===== src/rtl/st2_branch_unit.sv =====
// st2_branch_unit: stage-2 (ID) branch resolution.
// Compares the comparator's relation code with the decoded branch type,
// computes the branch target and drives the PC select and IF/ID flush.
// It holds the front end (stall) while a branch operand is still in flight,
// and a watchdog flags hazard stalls that last too long.
//
// Ports:
//   clk, rst            clock, synchronous active-high reset
//   br_valid, br_type   branch present in IF/ID; 01 BLT, 10 BGT, 11 BEQ
//   cmp_result          comparator code: 01 lt, 10 gt, 11 eq
//   op_hazard           a branch operand is not yet forwardable
//   pc_plus2, br_offset branch address + 2, signed word offset
//   stall               combinational front-end freeze
//   pc_sel, flush       one-cycle redirect pulse (registered)
//   br_target           redirect address (registered)
//   hazard_err          sticky watchdog flag (registered)
// Optional: define ST2_BRANCH_STATS_EN to add taken_cnt / not_taken_cnt.
module st2_branch_unit #(
   parameter int unsigned STALL_MAX = 3
) (
   input  logic        clk,
   input  logic        rst,
   input  logic        br_valid,
   input  logic [1:0]  br_type,
   input  logic [1:0]  cmp_result,
   input  logic        op_hazard,
   input  logic [15:0] pc_plus2,
   input  logic [7:0]  br_offset,
   output logic        stall,
   output logic        pc_sel,
   output logic        flush,
   output logic [15:0] br_target,
   output logic        hazard_err
`ifdef ST2_BRANCH_STATS_EN
   ,
   output logic [15:0] taken_cnt,
   output logic [15:0] not_taken_cnt
`endif
);

   localparam int unsigned CNT_W = 4;
   localparam logic [CNT_W-1:0] STALL_LIM = CNT_W'(STALL_MAX);

   typedef enum logic [1:0] {S_IDLE, S_WAIT, S_REDIRECT} state_t;

   state_t            state, state_nxt;
   logic [1:0]        cap_type, cap_type_nxt;
   logic [15:0]       cap_pc, cap_pc_nxt;
   logic [7:0]        cap_off, cap_off_nxt;
   logic [CNT_W-1:0]  stall_cnt, stall_cnt_nxt, cnt_inc;
   logic              pc_sel_nxt, flush_nxt, hazard_err_nxt;
   logic [15:0]       br_target_nxt, target_calc;
   logic              br_req, resolve, taken;
   logic [1:0]        res_type;
   logic [15:0]       res_pc;
   logic [7:0]        res_off;

   // Next-state, redirect decision and stall.
   always_comb begin
      state_nxt      = state;
      cap_type_nxt   = cap_type;
      cap_pc_nxt     = cap_pc;
      cap_off_nxt    = cap_off;
      stall_cnt_nxt  = stall_cnt;
      pc_sel_nxt     = 1'b0;
      flush_nxt      = 1'b0;
      br_target_nxt  = br_target;
      hazard_err_nxt = hazard_err;
      stall          = 1'b0;
      resolve        = 1'b0;
      br_req         = br_valid & (br_type != 2'b00);
      cnt_inc        = (stall_cnt == {CNT_W{1'b1}}) ? stall_cnt : stall_cnt + CNT_W'(1);

      // In WAIT the branch resolves from the captured fields, else from live ones.
      res_type    = (state == S_WAIT) ? cap_type : br_type;
      res_pc      = (state == S_WAIT) ? cap_pc   : pc_plus2;
      res_off     = (state == S_WAIT) ? cap_off  : br_offset;
      taken       = (cmp_result == res_type);
      target_calc = res_pc + {{7{res_off[7]}}, res_off, 1'b0};

      case (state)
         S_IDLE: begin
            if (br_req) begin
               if (op_hazard) begin
                  stall         = 1'b1;
                  cap_type_nxt  = br_type;
                  cap_pc_nxt    = pc_plus2;
                  cap_off_nxt   = br_offset;
                  stall_cnt_nxt = CNT_W'(1);
                  if (STALL_LIM <= CNT_W'(1)) hazard_err_nxt = 1'b1;
                  state_nxt     = S_WAIT;
               end else begin
                  resolve = 1'b1;
               end
            end
         end
         S_WAIT: begin
            if (op_hazard) begin
               stall         = 1'b1;
               stall_cnt_nxt = cnt_inc;
               if (cnt_inc >= STALL_LIM) hazard_err_nxt = 1'b1;
            end else begin
               resolve       = 1'b1;
               stall_cnt_nxt = '0;
            end
         end
         // Instruction in IF/ID is being flushed; br_valid is ignored.
         S_REDIRECT: state_nxt = S_IDLE;
         default:    state_nxt = S_IDLE;
      endcase

      if (resolve) begin
         if (taken) begin
            state_nxt     = S_REDIRECT;
            pc_sel_nxt    = 1'b1;
            flush_nxt     = 1'b1;
            br_target_nxt = target_calc;
         end else begin
            state_nxt = S_IDLE;
         end
      end
   end

   // State and output registers.
   always_ff @(posedge clk) begin
      if (rst) begin
         state      <= S_IDLE;
         cap_type   <= 2'b00;
         cap_pc     <= 16'h0000;
         cap_off    <= 8'h00;
         stall_cnt  <= '0;
         pc_sel     <= 1'b0;
         flush      <= 1'b0;
         br_target  <= 16'h0000;
         hazard_err <= 1'b0;
      end else begin
         state      <= state_nxt;
         cap_type   <= cap_type_nxt;
         cap_pc     <= cap_pc_nxt;
         cap_off    <= cap_off_nxt;
         stall_cnt  <= stall_cnt_nxt;
         pc_sel     <= pc_sel_nxt;
         flush      <= flush_nxt;
         br_target  <= br_target_nxt;
         hazard_err <= hazard_err_nxt;
      end
   end

`ifdef ST2_BRANCH_STATS_EN
   // Saturating resolution statistics.
   always_ff @(posedge clk) begin
      if (rst) begin
         taken_cnt     <= 16'h0000;
         not_taken_cnt <= 16'h0000;
      end else if (resolve) begin
         if (taken) begin
            if (taken_cnt != 16'hFFFF) taken_cnt <= taken_cnt + 16'd1;
         end else begin
            if (not_taken_cnt != 16'hFFFF) not_taken_cnt <= not_taken_cnt + 16'd1;
         end
      end
   end
`endif

endmodule


===== config.mk =====
export PLATFORM = sky130hd
export DESIGN_NAME = st2_branch_unit
export DESIGN_NICKNAME = d
export VERILOG_FILES = /design/src/rtl/st2_branch_unit.sv
export SDC_FILE = /design/constraint.sdc
export NUM_CORES = 1
export LEC_CHECK = 0
export CAP_MARGIN = 10
export CELL_PAD_IN_SITES_DETAIL_PLACEMENT = 0
export CELL_PAD_IN_SITES_GLOBAL_PLACEMENT = 1
export CORE_UTILIZATION = 38
export DETAILED_ROUTE_END_ITERATION = 8
export GPL_ROUTABILITY_DRIVEN = 0
export PLACE_DENSITY = 0.91
export SETUP_SLACK_MARGIN = 0.4
export SLEW_MARGIN = 10
export SYNTH_ARGS = -nofsm -noshare
export SYNTH_HDL_FRONTEND = slang
export SYNTH_SLANG_ARGS = --single-unit

===== constraint.sdc =====
create_clock -name clk -period 4.15 [get_ports clk]
set_clock_uncertainty 0.2 [all_clocks]
set_input_delay 0.83 -clock clk [delete_from_list [all_inputs] [get_ports clk]]
set_output_delay 0.83 -clock clk [all_outputs]
set_load 0.005 [all_outputs]

# After elaboration in Yosys (flattened, before gate mapping)
# Index checks and enable logic that the tools add are counted.
word_totals:
  regBits: 50
  in_bits: 32
  out_inout_bits: 20
  wordCells: 50
classes:
  add_sub_neg: 2
  magnitude_cmp: 1
  eq_ne: 8
  muxes: 20
  bitwise: 2
  reduce_logical: 9
ops:
  columns: ["operator", "count"]
  rows:
  - ["$add 16x16->16", 1]
  - ["$mux 16", 1]
  - ["$mux 4", 4]
  - ["$reduce_and 3->1", 4]
  - ["$mux 2", 5]
  - ["$mux 8", 1]
  - ["$pmux 4 s2", 1]
  - ["$ne 2x2->1 const B", 3]
  - ["$ne 3x3->1 const B", 2]
  - ["$mux 1", 5]
  - ["$add 4x1->4 const B", 1]
  - ["$eq 4x4->1 const B", 1]
  - ["$ge 4x2->1 const B", 1]
  - ["$pmux 1 s2", 2]
  - ["$pmux 2 s2", 1]
  - ["$reduce_bool 2->1", 2]
  - ["$eq 2x1->1 const B", 1]
  - ["$eq 2x2->1", 1]
  - ["$logic_not 2->1", 1]
  - ["$reduce_and 2->1", 1]
  - ["$reduce_or 2->1", 1]
  - ["$and 1x1->1", 1]
  - ["$not 1->1", 1]

# Depth between registers and ports, before layout
depth:
  ltp_word: 6
  mapped_depth: 14
  mapped_depth_nobuf: 11

# Least setup slack after synthesis
# OpenSTA, ideal clock, no wires.
synth_timing:
  path_type: "register to register"
  startpoint: "register state[1]"
  endpoint: "register br_target[15]"
  setup_time_ns: 0.138
  arrival_time_ns: 2.820
  required_ns: 3.812
  slack_ns: 0.993
  stages_incl_launch_ff: 15
  n_path_buf: 3
  period_less_slack_ns: 3.157
  cell_sequence: "dfxtp_1 > nand2b_1 > buf_6 > clkbuf_1 > clkbuf_1 > nand2_1 > nand2_1 > ha_1 > fa_1 > a211oi_1 > o21bai_1 > o22ai_1 > o21a_1 > o21a_1 > o221ai_1"
synth_via:
  elab_chain_cells: 4
  word_cells_on_any_way: 9
  classes_between: "add/sub: 1; eq/ne: 2; mux: 4; reduce/logical: 2"
synth_rtl:
  columns: ["element", "line", "source"]
  rows:
  - ["start, declared", "46", "state_t state, state_nxt;"]
  - ["start signal, assigned", "137", "state <= state_nxt;"]
  - ["branches (longest 4 deep; another with $add 16x16->16)", null, null]
  - ["end signal, assigned", "144", "br_target <= br_target_nxt;"]
  - ["end, declared", "32", "output logic [15:0] br_target,"]
# Several ways; the timed one is not identified.
# A chain may end at the register's enable or synchronous reset.

# Worst setup path in the final report
layout_timing:
  startpoint: "input port br_offset[0]"
  endpoint: "register br_target[15]"
layout_via:
  elab_chain_cells: 2
layout_rtl:
  columns: ["element", "line", "source"]
  rows:
  - ["start, declared", "28", "input logic [7:0] br_offset,"]
  - ["$mux 8", "77", "res_off = (state == S_WAIT) ? cap_off : br_offset;"]
  - ["$add 16x16->16", "79", "target_calc = res_pc + {{7{res_off[7]}}, res_off, 1'b0};"]
# Every way passes these cells.

==> metrics.log <==
[metrics] result of the run: finished, final reports clean
[metrics] series of cell instances along the critical path: clkdlybuf4s50_1, nand2_1, nand2_1, ha_1, fa_1, a211oi_1, o21bai_1, o22ai_1, o21a_1, o21a_1, o221ai_1
[metrics] synthesized-area fraction occupied by adder cells: 6.71%
[metrics] number of design-rule violations left by the first detailed-router iteration: 137
[metrics] vias in the first global route: 2449
[metrics] routed length per placed instance: 13.0 um
[metrics] crit share post-route: 80.1%
[metrics] Reg2Reg Launch Point: state[1]$_SDFFE_PP0P_
[metrics] critical path's largest stage delay: 440 ps
[metrics] number of DRC violations after detailed routing: 0
[metrics] main area contributors after synthesis: dfxtp_1 (34%), nand2_1 (18%), a21oi_1 (7.2%)
[metrics] pwr dens: 319 nW/um^2
[metrics] leakage power: 1.41 nW
[metrics] VDD IR-drop max: 151 uV
[metrics] most frequent cells after synthesis: nand2_1 (138), dfxtp_1 (50), a21oi_1 (42), nor2_1 (21), clkbuf_1 (20)
[metrics] count leader, synth: nand2_1
[metrics] combined buffer and inverter count along the critical path: 1
[metrics] length of the first detailed-routing pass in iterations: 4
[metrics] slowest cell on the critical path: fa_1
[metrics] minimum clock period after layout: 3320 ps
[metrics] number of buffers between clock root and the deepest sink: 2
[metrics] share of cell area taken by muxes after synthesis: 2.41%
[metrics] critical path type: input pin to flop
[metrics] average instance area after synthesis: 7.24 sq um
[metrics] quantity of hold-fixing buffers added after cts: 0
[metrics] fraction of post-synthesis cell area in the top cell type by area: 34.4%
[metrics] H-Tree Depth: 2
[metrics] number of nets still failing antenna checks after routing: 0
[metrics] n_diodes: 0
[metrics] most common flop cell mapped by yosys: dfxtp_1
[metrics] number of standard cells after synthesis: 402
[metrics] CTS Root Buffer Type: clkbuf_8
[metrics] Nets: 488
[metrics] main combinational cell family by area after synthesis: simple AND/OR/NAND/NOR gates
[metrics] vias after detailed routing: 2775
[metrics] worst setup slack before clock tree synthesis: 505 ps
[metrics] xor and xnor area share after synthesis: 4.82%
[metrics] hold path endpoint: br_target[5]$_SDFFE_PP0P_
[metrics] port bufs: 51
[metrics] pin count of the biggest net entering global routing: 61
[metrics] synthesis-stage register bit count: 50
[metrics] Clk pin slew, worst setup/hold paths: 90 ps
[metrics] total half-perimeter wirelength after legalization and detailed placement: 4930 um
[metrics] timing-limited maximum frequency: 301 MHz
[metrics] ratio of cells with drive above 1 in the final layout: 3.63%
[metrics] compound-cell area share of the yosys netlist: 18.6%
[metrics] capturing element type of the critical path: flop
[metrics] post-synthesis cell type with the largest combined area: dfxtp_1
[metrics] number of clock sinks: 50
[metrics] distinct cell type count after synthesis: 42
[metrics] cell count of the worst reg-to-reg path: 11
[metrics] Die Height: 89.5 um
[metrics] fraction of the yosys area taken by sequential cells: 34.4%
[metrics] all-layer global routing usage: 18.1%
[metrics] Die Footprint: 8010 sq um
[metrics] Worst path top cell family by delay: compound AO/OA/AOI/OAI gates
[metrics] Final Routed Wirelength: 7010 um
[metrics] insertion delay of the later-clocked pin in the worst-skew pair: 300 ps
[metrics] worst-case register-to-register setup slack: 1020 ps
[metrics] Total Neg Setup Slack: 0 ps
[metrics] worst hold start: br_target[5]$_SDFFE_PP0P_
[metrics] netlist area before placement: 2910 sq um
[metrics] Area Growth Syn to Fin: 23.7%
[metrics] initial antenna violation count: 0
[metrics] fraction of synthesis flops using an asynchronous set or reset pin: 0%
[metrics] area inside the core boundary: 7330 sq um
[metrics] Overflow after GRT: 0
[metrics] Seq. cell area: 1000 sq um
[metrics] effective utilization at floorplan: 39.7%
[metrics] RR Endpoint: br_target[12]$_SDFFE_PP0P_
[metrics] Max Fanout on Critical Path: 5
[metrics] worst min-delay path category: flop to flop
[metrics] post-CTS repair timing setup buffer count: 0
[metrics] total CTS buffers: 5
[metrics] normalized max-slew margin: 29.9%
[metrics] data arrival time of the critical path: 3310 ps
[metrics] post-route setup slack: 828 ps
[metrics] Multi-input gate area: 1800 sq um
[metrics] TritonCTS clock tree: yes
[metrics] Die X: 89.5 um
[metrics] number of nets in the synthesized netlist: 449
[metrics] MaxCap Viol Count: 0
[metrics] post-cts gate resize count: 0
[metrics] number of synthesis warnings: 0
[metrics] cell row count: 31
[metrics] number of ports placed on the die boundary: 52
[metrics] number of max-slew violations in the final report: 0
[metrics] layout filler cell count: 706
[metrics] count of flip-flops with a built-in enable after synthesis: 0
[metrics] required time of the worst setup path: 4140 ps
[metrics] cell depth of the worst hold path: 2
[metrics] RSZ-0062 raised after global routing: false
[metrics] Tightest Pin Transition: 1050 ps
[metrics] first-pass GRT wire length: 11400 um
[metrics] fraction of the mapped netlist area in simple logic gates: 29.1%
[metrics] final hold violation count: 0
[metrics] Final Setup Violations: 0
[metrics] CP Launch Type: input pin
[metrics] routed vias/inst: 5.14
[stage by stage]
stage          hold slack, ps  total power [mW]  utilization, %  cell area (sq um)  cells
6_report                  255              1.15            49.1               3600    540
5_1_grt                   279              1.21            49.1               3600    540
4_1_cts                   260              1.16            49.1               3600    540
3_5_place_dp              247             0.800            47.6               3490    533
3_3_place_gp              239             0.794            47.6               3490    533
2_1_floorplan             236             0.705               -               2910    402
[layer usage]
| metal | wire length, um | track usage (%) | vias to the layer above |
|---|---|---|---|
| li1 | - | - | 1445 |
| met4 | 72 | 4.47 | 0 |
| met5 | 0 | 0 | - |
| met2 | 3220 | 29.9 | 65 |
| met3 | 299 | 2.77 | 8 |
| met1 | 3410 | 24.7 | 1257 |
[worst min-delay path: cells and delay by family (launching register included)]
kind             cells  cell delay (ps)
flip-flops           1              320
AND/OR/NAND/NOR      1               50
AO/OA/AOI/OAI        1               50
[area by class of cell]
type | count | area share, %
flip-flops and latches | 50 | 27.8
clock inverters | 1 | 0.834
repair buffers | 58 | 15.5
inverters | 2 | 0.209
clock buffers | 6 | 2.29
well taps | 99 | 3.44
multi-input cells | 324 | 49.9
[sequential cells by signal (all words and copies together) (netlist names)]
name,flops
br_target,16
cap_off,8
cap_pc,16
cap_type,2
flush,1
hazard_err,1
stall_cnt,4
state,2
[cell usage in the layout (no fill, tap or decap), types with 3 or more instances in the layout]
cell type / Yosys / routed
clkdlybuf4s50_1: 0 / 50
nor2_1: 21 / 21
dfxtp_1: 50 / 50
nor3_1: 4 / 3
nor2b_1: 5 / 5
clkbuf_8: 0 / 6
ha_1: 14 / 14
a21o_1: 4 / 4
nand2b_1: 3 / 3
o22ai_1: 3 / 3
buf_4: 1 / 7
mux2i_1: 7 / 7
a21oi_1: 42 / 42
nand2_1: 138 / 138
nand3_1: 6 / 6
xor2_1: 3 / 3
a211o_1: 6 / 6
o21a_1: 3 / 3
xnor2_1: 13 / 13
o21ai_0: 8 / 8
nand3b_1: 8 / 8
a31oi_1: 4 / 4
nand4_1: 6 / 6
a211oi_1: 6 / 6
[power breakdown]
part           switching, mW  internal, mW  total, mW
clock                  0.164         0.193      0.357
combinational          0.149         0.129      0.278
sequential            0.0120         0.500      0.512
total                  0.325         0.822       1.15
[how the worst max path moves through the flow]
stage / cells past startpoint / from / end / slack [ps]
after floorplan: 14 / state[1]$_SDFFE_PP0P_ / br_target[15]$_SDFFE_PP0P_ / 990
after global placement: 11 / br_offset[0] / br_target[15]$_SDFFE_PP0P_ / 590
after detailed placement: 11 / br_offset[0] / br_target[15]$_SDFFE_PP0P_ / 500
after CTS: 11 / br_offset[0] / br_target[15]$_SDFFE_PP0P_ / 820
after global routing: 11 / br_offset[0] / br_target[15]$_SDFFE_PP0P_ / 590
final: 11 / br_offset[0] / br_target[15]$_SDFFE_PP0P_ / 830
[kinds of logic after synthesis]
| logic type | after synthesis |
|---|---|
| buf+inv | 28 |
| mux | 7 |
| flops | 50 |
| fa+ha+maj | 15 |
| compound gates | 88 |
| xor+xnor | 16 |
| simple gates | 198 |
No activity file was read; power rests on OpenSTA's default activity.
